## src/rtl/ballot_arbiter.sv

```systemverilog
// ballot_arbiter: round-robin arbiter that grants one voting booth at a time and forwards its vote to the tally.
// Define BALLOT_ARBITER_AUDIT_EN to enable the saturating accepted-vote counter on audit_count.
//
// state    | meaning
// ST_IDLE  | no session open; arbitrate among requesting booths
// ST_WAIT  | booth r_idx granted; waiting for a non-zero cast, abort or timeout
// ST_ISSUE | latched vote offered to the tally; waiting for vote_ready
module ballot_arbiter #(
  parameter int N_BOOTH = 4,
  parameter int CAND_W  = 4,
  parameter int TIMEOUT = 255
) (
  input  logic                        clk,
  input  logic                        rst_n,
  input  logic                        enable,
  input  logic [N_BOOTH-1:0]          booth_req,
  input  logic [N_BOOTH-1:0]          booth_cast,
  input  logic [N_BOOTH*CAND_W-1:0]   booth_cand,
  output logic [N_BOOTH-1:0]          booth_grant,
  output logic [N_BOOTH-1:0]          booth_ack,
  output logic                        vote_valid,
  output logic [CAND_W-1:0]           vote_cand,
  input  logic                        vote_ready,
  output logic                        timeout_err,
  output logic                        busy,
  output logic [15:0]                 audit_count
);

  localparam int PTR_W = $clog2(N_BOOTH);
  localparam int TMR_W = $clog2(TIMEOUT);

  typedef enum logic [1:0] {ST_IDLE, ST_WAIT, ST_ISSUE} state_t;

  state_t             r_state, w_state;
  logic [PTR_W-1:0]   r_ptr, w_ptr;
  logic [PTR_W-1:0]   r_idx, w_idx;
  logic [TMR_W-1:0]   r_timer, w_timer;
  logic [N_BOOTH-1:0] r_grant, w_grant;
  logic [N_BOOTH-1:0] r_ack, w_ack;
  logic               r_valid, w_valid;
  logic               r_tout, w_tout;
  logic [CAND_W-1:0]  r_cand, w_cand;

  logic [CAND_W-1:0]  w_cands [N_BOOTH];
  logic [PTR_W-1:0]   w_try, w_sel;
  logic               w_found;

  for (genvar g = 0; g < N_BOOTH; g++) begin : g_cand
    assign w_cands[g] = booth_cand[g*CAND_W +: CAND_W];
  end

  // Round-robin search: first requester strictly after r_ptr, wrapping.
  always_comb begin
    w_found = 1'b0;
    w_sel   = '0;
    w_try   = r_ptr;
    for (int i = 0; i < N_BOOTH; i++) begin
      w_try = (w_try == PTR_W'(N_BOOTH-1)) ? '0 : w_try + PTR_W'(1);
      if (!w_found && booth_req[w_try]) begin
        w_found = 1'b1;
        w_sel   = w_try;
      end
    end
  end

  always_comb begin
    w_state = r_state;
    w_ptr   = r_ptr;
    w_idx   = r_idx;
    w_timer = r_timer;
    w_grant = r_grant;
    w_ack   = '0;
    w_valid = r_valid;
    w_cand  = r_cand;
    w_tout  = 1'b0;
    unique case (r_state)
      ST_IDLE: begin
        if (enable && w_found) begin
          w_idx   = w_sel;
          w_grant = N_BOOTH'(1) << w_sel;
          w_timer = '0;
          w_state = ST_WAIT;
        end
      end
      ST_WAIT: begin
        if (!enable || !booth_req[r_idx]) begin
          w_grant = '0;
          w_ptr   = r_idx;
          w_state = ST_IDLE;
        end else if (booth_cast[r_idx] && (w_cands[r_idx] != '0)) begin
          w_cand  = w_cands[r_idx];
          w_grant = '0;
          w_valid = 1'b1;
          w_state = ST_ISSUE;
        end else if (r_timer == TMR_W'(TIMEOUT-1)) begin
          w_grant = '0;
          w_tout  = 1'b1;
          w_ptr   = r_idx;
          w_state = ST_IDLE;
        end else begin
          w_timer = r_timer + TMR_W'(1);
        end
      end
      ST_ISSUE: begin
        // enable is deliberately ignored: an offered vote always completes.
        if (vote_ready) begin
          w_ack   = N_BOOTH'(1) << r_idx;
          w_valid = 1'b0;
          w_ptr   = r_idx;
          w_state = ST_IDLE;
        end
      end
      default: w_state = ST_IDLE;
    endcase
  end

  always_ff @(posedge clk or negedge rst_n) begin
    if (!rst_n) begin
      r_state <= ST_IDLE;
      r_ptr   <= PTR_W'(N_BOOTH-1);
      r_idx   <= '0;
      r_timer <= '0;
      r_grant <= '0;
      r_ack   <= '0;
      r_valid <= 1'b0;
      r_cand  <= '0;
      r_tout  <= 1'b0;
    end else begin
      r_state <= w_state;
      r_ptr   <= w_ptr;
      r_idx   <= w_idx;
      r_timer <= w_timer;
      r_grant <= w_grant;
      r_ack   <= w_ack;
      r_valid <= w_valid;
      r_cand  <= w_cand;
      r_tout  <= w_tout;
    end
  end

  assign booth_grant = r_grant;
  assign booth_ack   = r_ack;
  assign vote_valid  = r_valid;
  assign vote_cand   = r_cand;
  assign timeout_err = r_tout;
  assign busy        = (r_state != ST_IDLE);

`ifdef BALLOT_ARBITER_AUDIT_EN
  logic [15:0] r_audit;
  logic        w_hs;

  assign w_hs = (r_state == ST_ISSUE) && vote_ready;

  always_ff @(posedge clk or negedge rst_n) begin
    if (!rst_n) begin
      r_audit <= '0;
    end else if (w_hs && (r_audit != 16'hFFFF)) begin
      r_audit <= r_audit + 16'd1;
    end
  end

  assign audit_count = r_audit;
`else
  assign audit_count = 16'h0000;
`endif

endmodule

```

## config.mk

```make
export PLATFORM = sky130hd
export DESIGN_NAME = ballot_arbiter
export DESIGN_NICKNAME = d
export VERILOG_FILES = /design/src/rtl/ballot_arbiter.sv
export SDC_FILE = /design/constraint.sdc
export NUM_CORES = 1
export LEC_CHECK = 0
export ABC_AREA = 1
export ABC_CLOCK_PERIOD_IN_PS = 4500
export CAP_MARGIN = 10
export CORE_MARGIN = 5
export CORE_UTILIZATION = 40
export CTS_BUF_LIST = sky130_fd_sc_hd__clkbuf_16
export DETAILED_ROUTE_END_ITERATION = 16
export PLACE_DENSITY = 0.79
export RECOVER_POWER = 50
export SLEW_MARGIN = 0
export SYNTH_ARGS = -nofsm -noshare
export SYNTH_HDL_FRONTEND = slang
export SYNTH_SLANG_ARGS = --single-unit
```

## constraint.sdc

```tcl
create_clock -name clk -period 4.5 [get_ports clk]
set_input_delay 0.9 -clock clk [delete_from_list [all_inputs] [get_ports clk]]
set_output_delay 0.9 -clock clk [all_outputs]
set_load 0.05 [all_outputs]
```

Word level (Yosys, flattened, before mapping)
Index checks and enable logic that the tools add are counted.

word-level totals
  register bits = 28
  input bits = 28
  output and inout port bits = 31
  logic and storage cells = 121

operators by class
  $add $sub $neg = 5
  $lt $le $gt $ge = 6
  eq/ne operators = 16
  shift operators = 2
  multiplexer cells = 58
  bitwise logic cells = 2
  reductions and logical operators = 23

operator list
  operator             number
  $mux 2               17
  $mux 4               8
  $mux 8               4
  $mux 1               17
  $pmux 8 s2           1
  $lt 2x3->1 const B   5
  $bmux 1 s2           6
  $ne 2x2->1 const B   6
  $eq 2x2->1 const B   5
  $reduce_and 3->1     3
  $add 2x1->2 const B  4
  $add 8x1->8 const B  1
  $bmux 4 s2           1
  $eq 8x8->1 const B   1
  $pmux 4 s2           1
  $reduce_and 4->1     2
  $shl 1x2->4 const A  2
  $ne 3x3->1 const B   2
  $pmux 2 s3           1
  $reduce_bool 2->1    3
  $logic_and 1x1->1    5
  $logic_not 1->1      5
  $reduce_and 5->1     1
  $ne 4x4->1 const B   1
  10 further kinds     10

Logic depth before layout (Yosys ltp)
  depth after elaboration = 17
  mapped depth = 15
  gate-level depth less buffers = 13

Least setup slack after synthesis
OpenSTA, ideal clock, no wires.

  kind = input to register
  start point = in booth_req[0]
  end point = reg r_timer[2]
  data arrival time = 1.844 ns
  required time = 4.383 ns
  slack = 2.539 ns
  cell stages on the path = 11
  buffers on the path = 1
  cell sequence = nand2_1 -> o21ai_2 -> nand2_1 -> nand2_2 -> nor2_8 -> nand3_4 -> nand3_4 -> nand2_4 -> buf_6 -> nand2_2 -> o21ai_2

on the way
  word-level cells in the longest chain between the ends = 15
  elaborated cells between the ends (all ways) = 26
  classes of those cells = eq/ne (2); mux (14); reduce/logical (10)

RTL lines
  element                                line  source
  start, declared                        16    input logic [N_BOOTH-1:0] booth_req,
  $bmux 1 s2                             59    if (!w_found && booth_req[w_try]) begin
  $mux 1 (not written as such)           59
  $mux 1                                 59
  $logic_not 1->1                        59
  $logic_and 1x1->1                      59
  $mux 1                                 59
  $logic_not 1->1                        59
  $logic_and 1x1->1                      59
  $mux 1                                 59
  $logic_not 1->1                        59
  $logic_and 1x1->1                      59
  $mux 1                                 59
  $logic_and 1x1->1                      78    if (enable && w_found) begin
  $ne 2x2->1 (no source line)            n/a
  $reduce_and 5->1 (no source line) (*)  n/a
  end signal, assigned                   132   r_timer <= w_timer;
  end, declared                          37    logic [TMR_W-1:0] r_timer, w_timer;

Mark *: on every way between the ends. The rest lies on a longest branch, timed or not. The select of a mux whose other input is x is not followed.
A chain may end at the register's enable or synchronous reset.

Worst setup path in the final report
  start point = reg r_state[0]
  end point = out busy

on the way
  word-level cells in the longest chain between the ends = 1

RTL lines
  element                 line  source
  start, declared         34    state_t r_state, w_state;
  start signal, assigned  129   r_state <= w_state;
  $reduce_bool 2->1       146   assign busy = (r_state != ST_IDLE);
  end, declared           25    output logic busy,

Every way passes these cells.

==> impl_metrics.json <==
{
  "die_h_um": 82.3,
  "cts_max_path_buffers": 2,
  "yosys_warnings": 0,
  "syn_avg_cell_area_um2": 7.18,
  "drtIter0Drc": 66,
  "pre_cts_ws_ns": 1.93,
  "crit_chain": "nor2_1 -> inv_1 -> clkdlybuf4s50_1",
  "gp_congestion": 0.842,
  "cts_buffers": 3,
  "syn_to_final_growth_pct": 23.2,
  "slew_viol_final": 0,
  "ys_ff_latch": 28,
  "post_cts_resize_count": 0,
  "num_vias": 1848,
  "grt_busiest_layer": "met2",
  "grt_pass1_vias": 1782,
  "initial_core_util": 0.411,
  "grt_util_met2": 0.255,
  "synth_edf_count": 0,
  "h-tree-depth": 1,
  "die_w_um": 82.3,
  "antenna_found_initial": 0,
  "finClkSkew_ns": 0.00164,
  "crit_slowest_cell": "clkdlybuf4s50_1",
  "first_pass_iters": 4,
  "p_per_area_mw_per_mm2": 668,
  "place_area_mm2": 0.00247,
  "drc": 0,
  "timing.final.ws_setup_ns": 1.79,
  "portBuffers": 42,
  "status": "complete, no violations",
  "synthDistinctLibCells": 35,
  "tns_ns": 0,
  "cts_hold_buffers": 0,
  "ir_drop_uv": 254,
  "finalCriticalPeriod_ns": 2.71,
  "track_usage": 0.148,
  "antenna_cells": 0,
  "setup_viol": 0,
  "synthArstFlopShare": 1.00,
  "cp-start-kind": "register",
  "min_period_over_period": 0.603,
  "clkTransAtPathRegs_ns": 0.07,
  "clock_latency_ns": 0.26,
  "dp_hpwl_mm": 3.62,
  "grt_max_degree": 27,
  "hold_viol": 0,
  "final_core_util": 0.507,
  "viasPerCell": 4.61,
  "final_cell_mix": "nand2_1 (116), clkdlybuf4s50_1 (40), nand3_1 (26), dfrtp_1 (26), conb_1 (16)",
  "core_mm2": 0.00507,
  "grt_pass1_wl_mm": 7.83,
  "final_common_cell": "nand2_1",
  "cts_setup_buffers": 0,
  "cts.sinks": 28,
  "crit_fanout": 5,
  "use_met3": 0.0206,
  "dpl.cell_count": 396,
  "required_ns": 3.60,
  "die_area_mm2": 0.00677,
  "holdWs_ns": 0.476,
  "design_power_total_mw": 1.72,
  "drive_above_1_share": 0.124,
  "synth_area_mm2": 0.00209,
  "final_cells": 401,
  "min_path_type": "register to register",
  "max_slew_margin": 0.321,
  "ys.flop_type": "dfrtp_1",
  "crit_path_max_incr_delay_ns": 0.71,
  "ios": 59,
  "cp.arrival_ns": 1.81,
  "reg2reg_slack_ns": 2.25,
  "overflow": 0,
  "std_cell_rows": 26,
  "crit_path_end_kind": "output port",
  "wirelength_mm": 4.67,
  "critPathKind": "register to output port",
  "ys_seq_area_frac": 0.337,
  "cts_tree": "done",
  "ant_nets": 0,
  "worst_pin_slew_ns": 1.02,
  "syn-instance-count": 291,
  "total_leakage_power_nw": 1.28,
  "maxCapViolCount": 0,
  "grtUsageMet1": 0.190,
  "wire_per_inst_um": 11.7,
  "clockRootBuffer": "clkbuf_16",
  "nets": 363,
  "fin_area_mm2": 0.00257,
  "rsz0062_at_grt": "false",
  "fmaxAchievable_mhz": 369
}
## worst max-delay path, delay by kind of cell (launching register included)
kind / cells / cell delay (ns)
buffers and inverters: 2 / 0.79
flip-flops: 1 / 0.42
AND/OR/NAND/NOR: 1 / 0.34
## per-layer routing
layer	share of wire	vias up	routed length (um)
met1	0.46	830	2130
met5	0	-	0
met3	0.042	6	194
met2	0.49	40	2280
li1	-	972	-
met4	0.013	0	63
## cells in the mapped netlist (2+ instances only)
master	instances	area share
buf_6	5	0.027
nor3_1	5	0.012
dfrtp_1	26	0.31
nand3_1	26	0.062
nand3_4	2	0.017
nand3_2	2	0.0096
xor2_1	4	0.017
o21ai_0	3	0.0072
dfstp_2	2	0.025
nand2_2	13	0.039
o21ai_1	2	0.0048
buf_4	16	0.058
inv_2	4	0.0072
nor2_2	4	0.012
nor2_8	2	0.019
inv_1	15	0.027
a21oi_1	3	0.0072
nor4_1	2	0.0060
nor2_1	14	0.025
clkinv_1	2	0.0036
nand2_4	2	0.011
o21ai_2	7	0.029
nand2_1	114	0.20
nand4_1	3	0.0090
ha_1	3	0.018
## cells by family after synthesis
| family | Yosys count | share of synthesized area |
|---|---|---|
| AOI/OAI and AO/OA | 17 | 0.0557 |
| DFF | 28 | 0.337 |
| other | 1 | 0.00180 |
| and+or+nand+nor | 191 | 0.433 |
| buffers and inverters | 46 | 0.134 |
| adders and majority gates | 3 | 0.0180 |
| xor gates and xnor gates | 5 | 0.0210 |
## sequential cells by signal, indices dropped and copies added, names as in the netlist
register     count
booth_ack        4
booth_grant      4
r_idx            2
r_ptr            2
r_state          2
r_timer          8
timeout_err      1
vote_cand        4
vote_valid       1
## where the power goes
| part | internal [mW] | total (mW) | switching [mW] | leakage (nW) |
|---|---|---|---|---|
| Sequential | 0.318 | 0.407 | 0.0888 | 0.370 |
| Combinational | 0.330 | 1.05 | 0.716 | 0.861 |
| Clock | 0.177 | 0.266 | 0.0886 | 0.0511 |
| Total | 0.825 | 1.72 | 0.894 | 1.28 |
## worst paths after layout
| path | start | to | cells after the start |
|---|---|---|---|
| worst max-delay path | r_state[0] | busy | 3 |
| worst min-delay path | vote_cand[0] | vote_cand[0] | 2 |
| worst max register to register | r_ptr[0] | r_timer[7] | 11 |
| worst min register to register | vote_cand[0] | vote_cand[0] | 2 |
| max in group asynchronous | rst_n | booth_ack[0] | 3 |
| min in group asynchronous | rst_n | booth_grant[2] | 1 |
## cell type report
class	count	area, um2
clock inverters	1	30.0
repair buffers	44	428
fillers	514	2500
well taps	70	87.6
multi-input cells	232	1150
clock buffers	3	75.1
inverters	23	93.8
flip-flops and latches	28	703
(Power assumes the default switching activity.)
